**config.mk**
```make
export PLATFORM = sky130hd
export DESIGN_NAME = pipearch_s2v_arbiter
export DESIGN_NICKNAME = d
export VERILOG_FILES = /design/src/rtl/pipearch_s2v_arbiter.sv
export SDC_FILE = /design/constraint.sdc
export NUM_CORES = 1
export LEC_CHECK = 0
export CORE_MARGIN = 5
export CORE_UTILIZATION = 35
export DETAILED_ROUTE_END_ITERATION = 8
export GPL_ROUTABILITY_DRIVEN = 0
export HOLD_SLACK_MARGIN = 0.05
export PLACE_DENSITY = 0.78
export SLEW_MARGIN = 10
export SYNTH_ARGS = -nofsm -noshare
export SYNTH_HDL_FRONTEND = slang
export SYNTH_SLANG_ARGS = --single-unit
export TNS_END_PERCENT = 1
```
**constraint.sdc**
```tcl
create_clock -name clk -period 9.5 [get_ports clk]
set_clock_uncertainty 0.05 [all_clocks]
set_input_delay 2.85 -clock clk [delete_from_list [all_inputs] [get_ports clk]]
set_output_delay 2.85 -clock clk [all_outputs]
set_load 0.005 [all_outputs]
```
**src/rtl/pipearch_s2v_arbiter.sv**
```systemverilog
// pipearch_s2v_arbiter: round-robin scalar-to-vector arbiter.
// Hands the packer's scalar input port to one requester at a time. The owner
// streams job_len scalars, and a partial line is closed with a single
// out_flush. A job_done pulse returns ownership.
// Optional build macro PIPEARCH_S2V_ARB_WATCHDOG_EN adds a stall watchdog.
// That watchdog aborts a job starved of input for 1023 cycles and reports
// the abort on watchdog_err.
//
// state  | meaning
// IDLE   | no owner; picks the next requester round-robin
// STREAM | owner moves scalars to the packer when out_ready allows
// FLUSH  | one out_flush cycle, after the last scalar left, to close a partial line
// DONE   | job_done to the owner; the owner becomes the round-robin reference

module pipearch_s2v_arbiter #(
    parameter int NUM_REQ    = 4,
    parameter int LINE_WORDS = 16,
    parameter int LEN_W      = 16
) (
    input  logic                     clk,
    input  logic                     reset,
    input  logic [NUM_REQ-1:0]       job_req,
    input  logic [NUM_REQ*LEN_W-1:0] job_len,
    input  logic [NUM_REQ-1:0]       in_valid,
    input  logic [NUM_REQ*32-1:0]    in_data,
    output logic [NUM_REQ-1:0]       in_ready,
    input  logic                     out_ready,
    output logic                     out_rvalid,
    output logic [31:0]              out_rdata,
    output logic                     out_flush,
    output logic [NUM_REQ-1:0]       job_done,
    output logic [2:0]               grant_id,
    output logic                     busy
`ifdef PIPEARCH_S2V_ARB_WATCHDOG_EN
    ,
    output logic                     watchdog_err
`endif
);

    localparam int WC_W = (LINE_WORDS > 1) ? $clog2(LINE_WORDS) : 1;

    localparam logic [1:0] S_IDLE   = 2'd0;
    localparam logic [1:0] S_STREAM = 2'd1;
    localparam logic [1:0] S_FLUSH  = 2'd2;
    localparam logic [1:0] S_DONE   = 2'd3;

    logic [1:0]       state_q, state_d;
    logic [2:0]       grant_q, grant_d;
    logic [2:0]       last_grant_q, last_grant_d;
    logic [LEN_W-1:0] rem_q, rem_d;
    logic [WC_W-1:0]  wc_q, wc_d;
    logic             out_rvalid_q, out_rvalid_d;
    logic [31:0]      out_rdata_q, out_rdata_d;
    logic             out_flush_q, out_flush_d;
    logic [NUM_REQ-1:0] job_done_q, job_done_d;

    // Per-requester inputs are padded out to 8 entries so that a 3-bit
    // owner index can select them for any NUM_REQ.
    logic [7:0]       req_pad;
    logic [7:0]       valid_pad;
    logic [LEN_W-1:0] len_arr [8];
    logic [31:0]      data_arr [8];

    logic [2:0]       rr_pick;
    logic             rr_found;
    logic [3:0]       cand;

    logic             xfer;
    logic [WC_W-1:0]  wc_inc;
    logic [7:0]       rdy8;
    logic [7:0]       done8;

`ifdef PIPEARCH_S2V_ARB_WATCHDOG_EN
    logic [9:0]       idle_q, idle_d;
    logic             wd_hit_q, wd_hit_d;
    logic             wd_err_q, wd_err_d;
`endif

    // Unpack the flat per-requester buses into indexable arrays.
    always_comb begin
        req_pad   = '0;
        valid_pad = '0;
        for (int i = 0; i < 8; i++) begin
            len_arr[i]  = '0;
            data_arr[i] = '0;
        end
        for (int i = 0; i < NUM_REQ; i++) begin
            req_pad[i]   = job_req[i];
            valid_pad[i] = in_valid[i];
            len_arr[i]   = job_len[i*LEN_W +: LEN_W];
            data_arr[i]  = in_data[i*32 +: 32];
        end
    end

    // Round-robin pick: the first requester after the last owner, wrapping mod NUM_REQ.
    always_comb begin
        rr_pick  = '0;
        rr_found = 1'b0;
        cand     = '0;
        for (int i = 1; i <= NUM_REQ; i++) begin
            cand = {1'b0, last_grant_q} + 4'(i);
            if (cand >= 4'(NUM_REQ)) begin
                cand = cand - 4'(NUM_REQ);
            end
            if (!rr_found && req_pad[cand[2:0]]) begin
                rr_found = 1'b1;
                rr_pick  = cand[2:0];
            end
        end
    end

    // Only the owner sees out_ready, and only while streaming.
    always_comb begin
        rdy8 = '0;
        if (state_q == S_STREAM) begin
            rdy8[grant_q] = out_ready;
        end
        in_ready = rdy8[NUM_REQ-1:0];
        busy     = (state_q != S_IDLE);
        grant_id = grant_q;
        xfer     = (state_q == S_STREAM) && out_ready && valid_pad[grant_q];
        wc_inc   = (wc_q == WC_W'(LINE_WORDS - 1)) ? '0 : wc_q + WC_W'(1);
    end

    // Next-state logic for the controller and its registered outputs.
    always_comb begin
        state_d      = state_q;
        grant_d      = grant_q;
        last_grant_d = last_grant_q;
        rem_d        = rem_q;
        wc_d         = wc_q;
        out_rvalid_d = xfer;
        out_rdata_d  = xfer ? data_arr[grant_q] : out_rdata_q;
        out_flush_d  = 1'b0;
        done8        = '0;
`ifdef PIPEARCH_S2V_ARB_WATCHDOG_EN
        idle_d       = idle_q;
        wd_hit_d     = wd_hit_q;
        wd_err_d     = 1'b0;
`endif

        case (state_q)
            S_IDLE: begin
                if (rr_found) begin
                    grant_d = rr_pick;
                    rem_d   = len_arr[rr_pick];
                    wc_d    = '0;
                    state_d = (len_arr[rr_pick] == '0) ? S_DONE : S_STREAM;
`ifdef PIPEARCH_S2V_ARB_WATCHDOG_EN
                    idle_d   = '0;
                    wd_hit_d = 1'b0;
`endif
                end
            end

            S_STREAM: begin
                if (xfer) begin
                    rem_d = rem_q - LEN_W'(1);
                    wc_d  = wc_inc;
`ifdef PIPEARCH_S2V_ARB_WATCHDOG_EN
                    idle_d = '0;
`endif
                    if (rem_q == LEN_W'(1)) begin
                        // A line that ends exactly on a boundary needs no flush.
                        state_d = (wc_inc != '0) ? S_FLUSH : S_DONE;
                    end
                end
`ifdef PIPEARCH_S2V_ARB_WATCHDOG_EN
                else if (idle_q == 10'h3FF) begin
                    wd_hit_d = 1'b1;
                    state_d  = (wc_q != '0) ? S_FLUSH : S_DONE;
                end
                else begin
                    idle_d = idle_q + 10'd1;
                end
`endif
            end

            S_FLUSH: begin
                // The flush is registered, so it lands one cycle after the last out_rvalid.
                out_flush_d = 1'b1;
                state_d     = S_DONE;
            end

            S_DONE: begin
                done8[grant_q] = 1'b1;
                last_grant_d   = grant_q;
                state_d        = S_IDLE;
`ifdef PIPEARCH_S2V_ARB_WATCHDOG_EN
                wd_err_d = wd_hit_q;
                wd_hit_d = 1'b0;
`endif
            end

            default: begin
                state_d = S_IDLE;
            end
        endcase

        job_done_d = done8[NUM_REQ-1:0];
    end

    // Controller state and output registers; reset abandons any job in flight.
    always_ff @(posedge clk) begin
        if (reset) begin
            state_q      <= S_IDLE;
            grant_q      <= '0;
            last_grant_q <= 3'(NUM_REQ - 1);
            rem_q        <= '0;
            wc_q         <= '0;
            out_rvalid_q <= 1'b0;
            out_rdata_q  <= '0;
            out_flush_q  <= 1'b0;
            job_done_q   <= '0;
        end else begin
            state_q      <= state_d;
            grant_q      <= grant_d;
            last_grant_q <= last_grant_d;
            rem_q        <= rem_d;
            wc_q         <= wc_d;
            out_rvalid_q <= out_rvalid_d;
            out_rdata_q  <= out_rdata_d;
            out_flush_q  <= out_flush_d;
            job_done_q   <= job_done_d;
        end
    end

`ifdef PIPEARCH_S2V_ARB_WATCHDOG_EN
    // Stall watchdog registers; the error pulse is aligned with job_done.
    always_ff @(posedge clk) begin
        if (reset) begin
            idle_q   <= '0;
            wd_hit_q <= 1'b0;
            wd_err_q <= 1'b0;
        end else begin
            idle_q   <= idle_d;
            wd_hit_q <= wd_hit_d;
            wd_err_q <= wd_err_d;
        end
    end

    assign watchdog_err = wd_err_q;
`endif

    assign out_rvalid = out_rvalid_q;
    assign out_rdata  = out_rdata_q;
    assign out_flush  = out_flush_q;
    assign job_done   = job_done_q;

endmodule

```
Word-level counts from Yosys, hierarchy flattened
Index checks and enable logic that the tools add are counted.
Widths: inputs -> output; s select.

operators by class
  $add $sub $neg = 10
  $lt $le $gt $ge = 12
  eq/ne operators = 8
  mux-type cells = 45
  bitwise logic cells = 4
  reduce and logical (&&, ||, !) cells = 18

operators by type and width
  operator               count
  $bmux 32 s3            1
  $mux 16                4
  $mux 32                2
  $bmux 16 s3            1
  $pmux 16 s2            1
  $mux 3                 8
  $lt 3x4->1 const B     5
  $eq 16x1->1 const B    1
  $ge 4x3->1 const B     4
  $logic_not 16->1       1
  $mux 4                 4
  $sub 16x1->16 const B  1
  $bmux 1 s3             5
  $mux 1                 12
  $sub 3x3->3 const B    4
  $add 3x2->4 const B    2
  $ge 4x4->1 const B     2
  $mux 2                 4
  $not 3->4              2
  $pmux 2 s4             1
  $pmux 4 s2             1
  $logic_and 1x1->1      6
  $reduce_and 3->1       2
  $add 3x1->4 const B    1
  other kinds (17)       22

word-level totals
  bits in registers = 66
  output and inout bits = 46

Longest topological paths before layout
  depth in word-level cells = 23
  mapped depth = 18

Least setup slack after synthesis
No wires, ideal clock.

  path type = in2out
  start point = input port out_ready
  end point = output port in_ready[0]
  arrival time = 2987 ps
  setup slack = 3613 ps
  stages on the path = 1
  path through = and3_1

between the ends
  cells in the longest elaborated chain, start to end = 2

RTL lines
  item                          line  text
  start: declaration            27    input logic out_ready,
  $and 4x4->4 (no source line)  -
  $mux 4                        115   if (state_q == S_STREAM) begin
  end: declaration              26    output logic [NUM_REQ-1:0] in_ready,

Every way passes these cells.

Worst setup path in the final report
Ends and elaborated chain as after synthesis.

==> results.yml <==
floorplan:
  floorplan.rows: 44
  dieHeight_microns: 132.7
  fp.coreArea_sq_um: 14640
  dieArea_sq_um: 17600
  die_w_microns: 132.7
  initial_core_util_pct: 35.95
  io_pins: 249
synthesis:
  ys_ff_latch: 66
  synth_flop_cell: "dfxtp_1"
  ys_warn_count: 0
  synth_top_area_share_pct: 25.10
  async_reset_ff_share_pct: 0
  synth_area_leaders: "dfxtp_1 25%, a22oi_1 10%, a311oi_1 5.5%"
  synth.most_common_cell: "a22oi_1"
  ys_types: 65
  syn_inst: 655
  ys_seq_area_share_pct: 25.10
  netlist_area_sq_um: 5265
  avgSynthCellArea_sq_um: 8.038
  synth_fp_nets: 868
  synth_common_cells: "72 x a22oi_1, 66 x dfxtp_1, 65 x nor2_1"
  yosys.area.top_type: "dfxtp_1"
  synth_edf_count: 0
pwr:
  p_leak_nw: 2.895
  ir_drop_v: 0.00009984
  powerDensity_nw_per_um2: 198.5
route:
  dr.pass1.iters: 5
  dr_wl_met2_mm: 10.21
  ant_nets: 0
  num_vias: 6169
  wirelength_mm: 20.40
  vias_per_cell: 5.875
  dr_wl_met3_mm: 1.816
  highest_layer: "met4"
  drcViolationCount: 0
  wirelength_met1_mm: 7.921
  drt_iter0_markers: 601
  wl_per_cell_microns: 19.43
global_routing:
  grt_start_max_net_pins: 69
  groute.usage.overall_pct: 21.83
  grt_pass1_vias: 5658
  grt_antenna_before_repair: 2
  grt-ovfl-total: 0
  grt_pass1_wl_mm: 31.11
clocking:
  cts_tree: "done"
  ctsHoldBuffers: 0
  clock-sinks: 66
  clock_path_buffers: 2
  clkLatencyLatePin_ps: 330
  htreeDepth: 3
  cts-root-buf: "clkbuf_16"
  ctsResizeCount: 0
  clkTransAtPathRegs_ps: 60
  cts_buffers: 9
  postCtsSetupRepairBufs: 0
timing:
  rsz0062_at_grt: "false"
  fmax_mhz: 144.3
  tns_ps: 0
  slew_headroom_pct: 22.56
  finalCritPeriodShare_pct: 72.93
  hold-worst-slack_ps: 442.9
  drv_slew: 0
  hold_viol_final: 0
  min_period_ps: 6928
  setup_viol: 0
  tightest_slew_ps: 1162
finish:
  drive_above_1_share_pct: 9.375
  regArea_sq_um: 1323
  fillers: 1366
  multi_input_area_sq_um: 3603
  nets: 1072
  area_delta_synth_final_pct: 55.11
worst_setup_path:
  endpoint_kind: "output pin"
  required_ps: 6600
  arrival_ps: 4030
  crit_fanout: 5
  crit_type: "primary input to output pin"
  setup.worst_path.start_class: "primary input"
placement:
  dp_hpwl_mm: 15.50
  io_buffers: 248
min_path:
  min_path_type: "flip-flop to flip-flop"
status:
  status: "complete, no violations"
run:
  maxCapViolations: 0
final timing paths:
kind / from / end / slack, ps / depth (start not counted)
max reg2reg: last_grant_q[0] / state_q[1] / 4610 / 11
max: out_ready / in_ready[0] / 2570 / 3
min reg2reg: rem_q[13] / rem_q[13] / 440 / 2
min: rem_q[13] / rem_q[13] / 440 / 2
state kept, by name, summed over array words and instances (netlist names):
name,count
out_rdata,32
rem_q,16
job_done,4
wc_q,4
grant_id,3
last_grant_q,3
state_q,2
out_flush,1
out_rvalid,1
routing by layer:
metal / up-vias / global-route usage (%)
met4: 0 / 6.178
met5: - / 0
met2: 280 / 38.51
met1: 2871 / 25.93
met3: 25 / 6.036
li1: 2993 / -
per-stage QoR:
stage | cells | instance area, sq um | utilization, % | setup WS (ps) | power (W)
2_1_floorplan | 655 | 5265 | - | 3613 | 0.0009160
3_3_place_gp | 1032 | 7795 | 53.23 | 2594 | 0.001196
3_5_place_dp | 1032 | 7795 | 53.23 | 2564 | 0.001203
4_1_cts | 1048 | 8162 | 55.73 | 2564 | 0.001620
5_1_grt | 1050 | 8167 | 55.77 | 2526 | 0.001730
6_report | 1050 | 8167 | 55.77 | 2572 | 0.001621
area by class of cell:
class                           count  share of cell area, %
Sequential cell                    66                  16.19
Multi-Input combinational cell    503                  44.12
Inverter                           19                 0.8733
Timing Repair Buffer              260                  31.44
Tap cell                          184                  2.819
Antenna cell                        2                0.06128
Clock inverter                      6                  1.685
Clock buffer                       10                  2.804
critical path: stages:
cell	delay [ps]
clkdlybuf4s50_1	510
and3_1	160
clkdlybuf4s50_1	500
placed cells by master (no fill, tap or decap), drive strengths merged, types with 4 or more instances in the layout:
master / count
a222oi: 11
mux4: 7
nand2b: 9
bufinv: 4
nand2: 36
o221ai: 7
a21oi: 24
a311oi: 33
o211ai: 4
or3: 7
a22oi: 72
mux2: 25
nor2: 65
nand3: 17
a211oi: 9
ha: 10
o31ai: 4
dfxtp: 66
o21ai: 35
buf: 13
o2bb2ai: 5
inv: 19
and3: 11
clkdlybuf4s50: 247
o221a: 5
nand3b: 4
nor3: 14
clkbuf: 10
a31oi: 5
o22ai: 24
mux2i: 22
nor4: 6
power breakdown:
| part | switching [W] | internal (W) | leakage [nW] | total (W) |
|---|---|---|---|---|
| registers | 0.0000495 | 0.000335 | 0.538 | 0.000385 |
| logic | 0.000451 | 0.000376 | 2.18 | 0.000827 |
| clock network | 0.000125 | 0.000284 | 0.177 | 0.000409 |
| total | 0.000625 | 0.000996 | 2.89 | 0.00162 |
logic make-up after synthesis:
logic type,count (synthesis),share of synthesized area [%]
muxes,54,12.67
adders and majority gates,10,2.376
and+or+nand+nor,183,17.02
buffers and inverters,86,7.058
xor gates and xnor gates,1,0.1664
DFF,66,25.10
AOI/OAI and AO/OA,255,35.62
(Power assumes the default switching activity.)
